[src/rtl/pipe_hazard_ctrl.sv]
// Stall/flush scheduler for the 5-stage forwarding pipeline: LSU wait > redirect > load-use.
// Optional PIPE_PERF_CNT_EN adds saturating stall/flush cycle counters.
module pipe_hazard_ctrl #(
  parameter int unsigned MEM_TIMEOUT = 15
) (
  input  logic       i_clk,
  input  logic       i_rst,
  input  logic [4:0] i_rs1_addr_D,
  input  logic [4:0] i_rs2_addr_D,
  input  logic       i_rs1_used_D,
  input  logic       i_rs2_used_D,
  input  logic [4:0] i_rd_addr_E,
  input  logic       i_rd_wren_E,
  input  logic       i_is_load_E,
  input  logic       i_br_taken_E,
  input  logic       i_mem_req_M,
  input  logic       i_mem_ack_M,
  output logic       o_en_F,
  output logic       o_en_D,
  output logic       o_en_E,
  output logic       o_en_M,
  output logic       o_flush_D,
  output logic       o_flush_E,
  output logic       o_flush_W,
  output logic [1:0] o_state,
  output logic       o_mem_timeout
`ifdef PIPE_PERF_CNT_EN
  ,
  output logic [31:0] o_stall_cnt,
  output logic [31:0] o_flush_cnt
`endif
);

  localparam int unsigned CntW = $clog2(MEM_TIMEOUT + 1);

  typedef enum logic [1:0] {
    StRun     = 2'b00,
    StMemWait = 2'b01,
    StTimeout = 2'b10
  } state_e;

  state_e            state_q, state_d;
  logic [CntW-1:0]   cnt_q, cnt_d;
  logic              timeout_q, timeout_d;
  logic              lduse, memwait, freeze, run_eval;

  assign lduse = i_is_load_E & i_rd_wren_E & (i_rd_addr_E != 5'd0) &
                 ((i_rs1_used_D & (i_rs1_addr_D == i_rd_addr_E)) |
                  (i_rs2_used_D & (i_rs2_addr_D == i_rd_addr_E)));
  assign memwait = i_mem_req_M & ~i_mem_ack_M;

  // Next-state logic; freeze and run_eval select the output pattern below.
  always_comb begin
    state_d   = state_q;
    cnt_d     = cnt_q;
    timeout_d = timeout_q;
    freeze    = 1'b0;
    run_eval  = 1'b0;
    unique case (state_q)
      StRun: begin
        if (memwait) begin
          freeze  = 1'b1;
          cnt_d   = CntW'(1);
          state_d = StMemWait;
        end else begin
          run_eval = 1'b1;
        end
      end
      StMemWait: begin
        if (memwait) begin
          freeze = 1'b1;
          cnt_d  = cnt_q + CntW'(1);
          if (cnt_q == CntW'(MEM_TIMEOUT)) begin
            state_d   = StTimeout;
            timeout_d = 1'b1;
          end
        end else begin
          // Completion cycle behaves as RUN so held redirect/load-use applies now.
          run_eval = 1'b1;
          cnt_d    = '0;
          state_d  = StRun;
        end
      end
      StTimeout: freeze = 1'b1;
      default: begin
        state_d = StRun;
        cnt_d   = '0;
      end
    endcase
  end

  always_comb begin
    o_en_F    = 1'b1;
    o_en_D    = 1'b1;
    o_en_E    = 1'b1;
    o_en_M    = 1'b1;
    o_flush_D = 1'b0;
    o_flush_E = 1'b0;
    o_flush_W = 1'b0;
    if (i_rst) begin
      o_en_F    = 1'b0;
      o_en_D    = 1'b0;
      o_en_E    = 1'b0;
      o_en_M    = 1'b0;
      o_flush_D = 1'b1;
      o_flush_E = 1'b1;
      o_flush_W = 1'b1;
    end else if (freeze) begin
      o_en_F    = 1'b0;
      o_en_D    = 1'b0;
      o_en_E    = 1'b0;
      o_en_M    = 1'b0;
      o_flush_W = 1'b1;
    end else if (run_eval && i_br_taken_E) begin
      // ID instruction is wrong-path, so any load-use against it is moot.
      o_flush_D = 1'b1;
      o_flush_E = 1'b1;
    end else if (run_eval && lduse) begin
      o_en_F    = 1'b0;
      o_en_D    = 1'b0;
      o_flush_E = 1'b1;
    end
  end

  assign o_state       = i_rst ? StRun : state_q;
  assign o_mem_timeout = timeout_q & ~i_rst;

  always_ff @(posedge i_clk) begin
    if (i_rst) begin
      state_q   <= StRun;
      cnt_q     <= '0;
      timeout_q <= 1'b0;
    end else begin
      state_q   <= state_d;
      cnt_q     <= cnt_d;
      timeout_q <= timeout_d;
    end
  end

`ifdef PIPE_PERF_CNT_EN
  always_ff @(posedge i_clk) begin
    if (i_rst) begin
      o_stall_cnt <= '0;
      o_flush_cnt <= '0;
    end else begin
      if (!o_en_F && (o_stall_cnt != 32'hFFFF_FFFF)) o_stall_cnt <= o_stall_cnt + 32'd1;
      if (o_flush_D && (o_flush_cnt != 32'hFFFF_FFFF)) o_flush_cnt <= o_flush_cnt + 32'd1;
    end
  end
`endif

endmodule

[config.mk]
export PLATFORM = sky130hd
export DESIGN_NAME = pipe_hazard_ctrl
export DESIGN_NICKNAME = d
export VERILOG_FILES = /design/src/rtl/pipe_hazard_ctrl.sv
export SDC_FILE = /design/constraint.sdc
export NUM_CORES = 1
export LEC_CHECK = 0
export ABC_CLOCK_PERIOD_IN_PS = 2020
export CAP_MARGIN = 25
export CORE_UTILIZATION = 35
export DETAILED_ROUTE_END_ITERATION = 10
export GPL_ROUTABILITY_DRIVEN = 0
export HOLD_SLACK_MARGIN = 0.06
export PLACE_DENSITY = 0.85
export SYNTH_ARGS = -nofsm -noshare
export SYNTH_HDL_FRONTEND = slang
export SYNTH_SLANG_ARGS = --single-unit
[constraint.sdc]
create_clock -name i_clk -period 2.02 [get_ports i_clk]
set_input_delay 0.404 -clock i_clk [delete_from_list [all_inputs] [get_ports i_clk]]
set_output_delay 0.404 -clock i_clk [all_outputs]
set_load 0.05 [all_outputs]
==> results of run 1 <==
==> worst max-delay path: stages <==
cell and delay, ns:
dlygate4sd2_1 0.26, nor3b_4 0.16, or3_4 0.40, clkinvlp_4 0.11, o31a_4 0.17, buf_12 0.14
==> what timing repair did <==
action	in CTS	in global routing
pin swaps	14	5
endpoints found under the hold margin	0	0
setup endpoints to repair	7	3
buffers inserted	1	0
resized for setup	62	5
==> path summary, 6_finish.rpt <==
path	to	cells after the start	startpoint	slack, ns
worst max-delay path	o_en_D	6	i_mem_req_M	-0.05
worst min-delay path	cnt_q[3]	2	cnt_q[3]	0.51
worst max register to register	cnt_q[2]	3	state_q[0]	0.69
worst min register to register	cnt_q[3]	2	cnt_q[3]	0.51
==> final cells by class <==
class                   instances  area, sq um
fillers                        97          256
clock buffers                   4         26.3
flip-flops and latches          7          140
repair buffers                 42          462
multi-input cells              49          432
inverters                       3         15.0
well taps                      15         18.8
==> synthesized netlist by cell type (all sizes together) <==
library cell,n
and2,1
mux2i,1
o2111ai,1
clkbuf,1
and4,1
a32oi,1
buf,2
a31oi,1
or3b,1
or4,1
a21oi,5
nor4,2
nor3b,3
dfxtp,7
a21o,1
o21ai,2
or3,2
o31a,1
inv,3
ha,1
nand4bb,1
o21bai,1
xor2,8
xnor2,2
nand3,1
nor2,7
nor2b,4
==> stage by stage <==
step | TNS, ns | hold WS, ns | total power, W
3_3_place_gp | -1.79 | 0.449 | 0.000340
4_1_cts | -0.116 | 0.505 | 0.000470
5_1_grt | -0.268 | 0.542 | 0.000489
2_1_floorplan | -0.154 | 0.429 | 0.000231
3_5_place_dp | -1.89 | 0.497 | 0.000344
6_report | -0.0901 | 0.507 | 0.000471
==> cells by family after synthesis <==
| group | count (synthesis) | share of synthesized area, % |
|---|---|---|
| and+or+nand+nor | 24 | 30.4 |
| AOI/OAI and AO/OA | 13 | 16.7 |
| adders and majority gates | 1 | 2.36 |
| xor gates and xnor gates | 10 | 16.5 |
| buffers and inverters | 6 | 5.66 |
| muxes | 1 | 1.89 |
| DFF | 7 | 26.4 |
==> sequential cells by signal (all words and copies together), names as in the netlist <==
register / count
cnt_q: 4
state_q: 2
timeout_q: 1
==> per-layer routing <==
| metal | part of all wire (%) | vias up | routed length, um |
|---|---|---|---|
| li1 | - | 305 | - |
| met1 | 35 | 297 | 668 |
| met2 | 56 | 31 | 1070 |
| met3 | 7.6 | 4 | 147 |
| met4 | 1.9 | 0 | 36 |
| met5 | 0 | - | 0 |
==> where the power goes <==
group | internal, W | switching [W] | total, W
logic | 0.000107 | 0.0000947 | 0.000201
registers | 0.000141 | 0.00000308 | 0.000144
clock network | 0.0000753 | 0.0000505 | 0.000126
==> impl_results.md, run 1 <==
* Final cell count without fillers at 120
* Fin crit period at 2.07 ns
* Setup Slack @ Placement at -0.484 ns
* Tightest Pin Transition at 0.269 ns
* Area contributors post-synth: dfxtp_1, xor2_1, nor2_1, a21oi_1, nor2b_1
* Number of global-route vias before repair at 640
* Synth Register Bits at 7
* Pin count of the biggest net entering global routing at 12
* Fmax at 484 MHz
* Effective utilization at floorplan at 39.3%
* Cell area after layout at 1090 sq um
* Final hold violation count at 0
* Root Buffer: clkbuf_4
* H-tree depth at 1
* Initial antenna violation count at 0
* # setup viols final at 2
* CTS Buf Count at 3
* Worst skew pair latency at 0.25 ns
* Row cnt at 13
* Area leader, netlist: dfxtp_1
* First-pass GRT wire length at 2750 um
* Startpoint Class: input pin
* Yosys top cell area share at 26.4%
* Crit Path Max Fanout at 3
* Die area at 1680 sq um
* CTS Buffer Depth at 2
* # diodes at 0
* Status: finished, violations left
* Violated checks: negative setup slack
* IO buf count at 33
* Static leakage at 0.461 nW
* Cell area after synthesis at 531 sq um
* Gate Count Post-Synth at 62
* Seq/Total Area, Yosys at 26.4%
* Placed Cells incl. Taps at 115
* Max_slew headroom at 82.0%
* CTS tree: built
* Post-DP HPWL at 1410 um
* Top Ports at 34
* Drt drc at 0
* Vias/cell at 5.31
* Wire length per cell at 16.0 um
* Met1 Resource Use GR at 23.5%
* Crit path DAT at 1.66 ns
* Met2 Usage GRT at 50.8%
* Nets at 131
* Cell Pwr Density at 430 nW/um^2
* Share of layout cells above drive strength 1 at 45.7%
* Area growth, synth to finish at 106%
* Number of synthesis warnings at 0
* Fin crit share at 102%
* Final ANT Viol Nets at 0
* Net count after synthesis at 87
* PnR worst setup slack at -0.0453 ns
* DIE WIDTH at 40.9 um
* Fin util at 81.0%
* Total wire length at 1920 um
* Grt total ovfl at 0
* Crit end category: output port
* Die height at 40.9 um
* Type of the worst setup path: in2out
* DR vias at 637
* DRT iter0 DRCs at 6
* Worst Path Required at 1.62 ns
* Core area at 1350 sq um
* Hold crit path type: reg2reg
* RSZ-0062 raised after global routing: true
* Maxcap violations at 0
* Synth cell types at 29
* Syn Area/Cell at 8.56 sq um
* DRT Pass-1 Iters at 4
* Clock transition at path regs at 0.05 ns
* Met3 Track Usage GR at 6.52%
* Hold_buf cts at 0
* Total GRT Usage at 25.8%
* # clock sinks at 7
* VDD IR max at 440 uV
* Commonest non-fill, non-tap cell in the layout: buf_12
* Fin Clk Skew at 0.000998 ns
* GRT Max-Usage Layer: met2
* DP Area at 1050 sq um
* Final slew viol count at 0
* Most frequent cells in the layout: buf_12, buf_4, nor2_1, dfxtp_1, buf_2
(Power assumes the default switching activity.)
==> run 2, diff against run 1 <==
PLACE_DENSITY = 0.77   (was 0.85)
==> run 2 against run 1 <==
The flow still finishes with violations (negative setup slack). Sequential power about the same. Final cell count up 0.83%. Non-clock buffer count up 1. Worst hold slack worse by 0.015 ns. Sequential share of layout area down 0.13 points. Clock-buffer cell count unchanged. Critical path type unchanged. Combinational power about the same.
==> impl_results.md, run 2 (synthesized netlist as in run 1, its figures left out) <==
* Type of the worst setup path: in2out
* Worst skew pair latency at 0.26 ns
* DRT Pass-1 Iters at 2
* Fin crit share at 103%
* Initial antenna violation count at 0
* First-pass GRT wire length at 2330 um
* Pin count of the biggest net entering global routing at 12
* Wire length per cell at 14.5 um
* Crit path DAT at 1.68 ns
* Setup Slack @ Placement at -0.461 ns
* Min Hold Slack at 0.493 ns
* Total wire length at 1760 um
* Logic pwr share at 42.3%
* Max reg flops at 4
* Share of layout cells above drive strength 1 at 44.3%
* Nets at 132
* Worst path cell trace: clkdlybuf4s15_1 -> xor2_1 -> nor4_2 -> a32oi_2 -> o31a_4 -> buf_12
* Drt drc at 0
* Die area at 1680 sq um
* Row cnt at 13
* CP delay by family, top: compound AO/OA/AOI/OAI gates
* Total GRT Usage at 22.8%
* Largest Register: cnt_q
* Flop pwr share at 29.8%
* Maxcap violations at 0
* Fmax at 479 MHz
* # setup viols final at 2
* Critical path capture point: o_en_D
* Crit Path Max Fanout at 2
* IO buf count at 33
* Switching pwr at 0.000154 W
* Most frequent cells in the layout: buf_12, buf_4, nor2_1, xor2_1, dfxtp_1
* Root Buffer: clkbuf_4
* Crit path largest cell delay at 0.38 ns
* R2R setup slack at 0.81 ns
* Static leakage at 0.470 nW
* Critical R2R Capture: cnt_q[2]
* Number of global-route vias before repair at 579
* Tightest Pin Transition at 0.285 ns
* Cell Pwr Density at 435 nW/um^2
* Core area at 1350 sq um
* Grt total ovfl at 0
* Area growth, synth to finish at 108%
* Fillers at 81
* Max_slew headroom at 81.0%
* Met1 Resource Use GR at 21.4%
* Effective utilization at floorplan at 39.3%
* WP buf/inv at 2
* RSZ-0062 raised after global routing: true
* # clock sinks at 7
* Clock power frac at 27.9%
* Violated checks: negative setup slack
* Worst r2r src: state_q[0]
* Met3 Track Usage GR at 10.3%
* Final hold violation count at 0
* Hold crit path type: reg2reg
* Met2 Usage GRT at 40.6%
* CTS Buffer Depth at 2
* Hold_buf cts at 0
* Post-CTS setup buffer count at 0
* Vias/cell at 4.93
* Setup TNS at -0.133 ns
* Critical path depth at 6
* CTS Buf Count at 3
* Worst Path Required at 1.62 ns
* Final slew viol count at 0
* Crit end category: output port
* CP max stage cell: o31a_4
* H-tree depth at 1
* Clock transition at path regs at 0.05 ns
* Final ANT Viol Nets at 0
* Startpoint Class: input pin
* P_int at 0.000326 W
* DRT iter0 DRCs at 7
* Die height at 40.9 um
* Status: finished, violations left
* Fin crit period at 2.09 ns
* DIE WIDTH at 40.9 um
* GRT Max-Usage Layer: met2
* VDD IR max at 428 uV
* # diodes at 0
* Top Ports at 34
* Post-DP HPWL at 1400 um
* CP Launch Point: i_rs2_addr_D[4]
* Fin Clk Skew at 0.00298 ns
* PnR worst setup slack at -0.0664 ns
* CTS tree: built
* Top Registers: cnt_q x4, state_q x2, timeout_q x1
* DR vias at 597
* Sw frac at 32.1%
* R2R depth at 3
* Commonest non-fill, non-tap cell in the layout: buf_12
==> run 2: changes by cell type in the layout (fill, tap and decap cells not counted) <==
cell | previous run | this run
xor2_1 | 5 | 7
xor2_2 | 3 | 1
buf_2 | 7 | 6
buf_4 | 9 | 8
buf_8 | 0 | 1
clkbuf_2 | 0 | 1
clkdlybuf4s15_1 | 0 | 1
clkdlybuf4s50_1 | 5 | 6
dlygate4sd2_1 | 6 | 5
xnor2_1 | 2 | 1
xnor2_2 | 0 | 1
==> run 2: through the flow <==
step                total power [W]  cell area (sq um)  cells  utilization (%)
floorplan                  0.000231                566     62                -
global placement           0.000342               1060    117             78.8
finish                     0.000480               1100    121             81.8
CTS                        0.000480               1090    121             80.8
global route               0.000504               1100    121             81.8
detailed placement         0.000346               1060    117             78.8
==> run 2: layout make-up <==
type                            count  area [sq um]  share of cell area [%]
Timing Repair Buffer               43           480                    43.5
Multi-Input combinational cell     49           424                    38.4
Sequential cell                     7           140                    12.7
Clock buffer                        4          26.3                    2.38
Tap cell                           15          18.8                    1.70
Inverter                            3          15.0                    1.36
==> run 2: worst min-delay path, stage by stage (launching register included) <==
cell and delay [ns]:
dfxtp_1 0.32, o21ai_0 0.07, a21oi_1 0.06
==> run 2: worst min path at each step <==
stage	startpoint	to	cells past startpoint	slack, ns
after floorplan	timeout_q	timeout_q	2	0.43
after global placement	timeout_q	timeout_q	2	0.45
after detailed placement	cnt_q[3]	cnt_q[3]	2	0.48
after CTS	cnt_q[3]	cnt_q[3]	2	0.49
after global routing	cnt_q[2]	cnt_q[2]	2	0.53
final	cnt_q[3]	cnt_q[3]	2	0.49
==> run 2: what timing repair did <==
action	4_1_cts	5_1_grt
pin swaps	14	5
endpoints found under the setup margin	7	3
gates resized for setup	58	7
==> run 2: routing by layer <==
| metal | vias up | wire [um] |
|---|---|---|
| met5 | - | 0 |
| met4 | 0 | 31 |
| met3 | 5 | 114 |
| met2 | 20 | 917 |
| met1 | 265 | 691 |
| li1 | 307 | - |
==> run 2: power by group through the flow <==
| stage | Clock, W | Sequential, W | Combinational (W) |
|---|---|---|---|
| after floorplan | 0 | 0.000145 | 0.0000853 |
| after global placement | 0 | 0.000146 | 0.000196 |
| after detailed placement | 0 | 0.000146 | 0.000200 |
| after CTS | 0.000138 | 0.000143 | 0.000199 |
| after global routing | 0.000148 | 0.000143 | 0.000212 |
| final | 0.000134 | 0.000143 | 0.000203 |
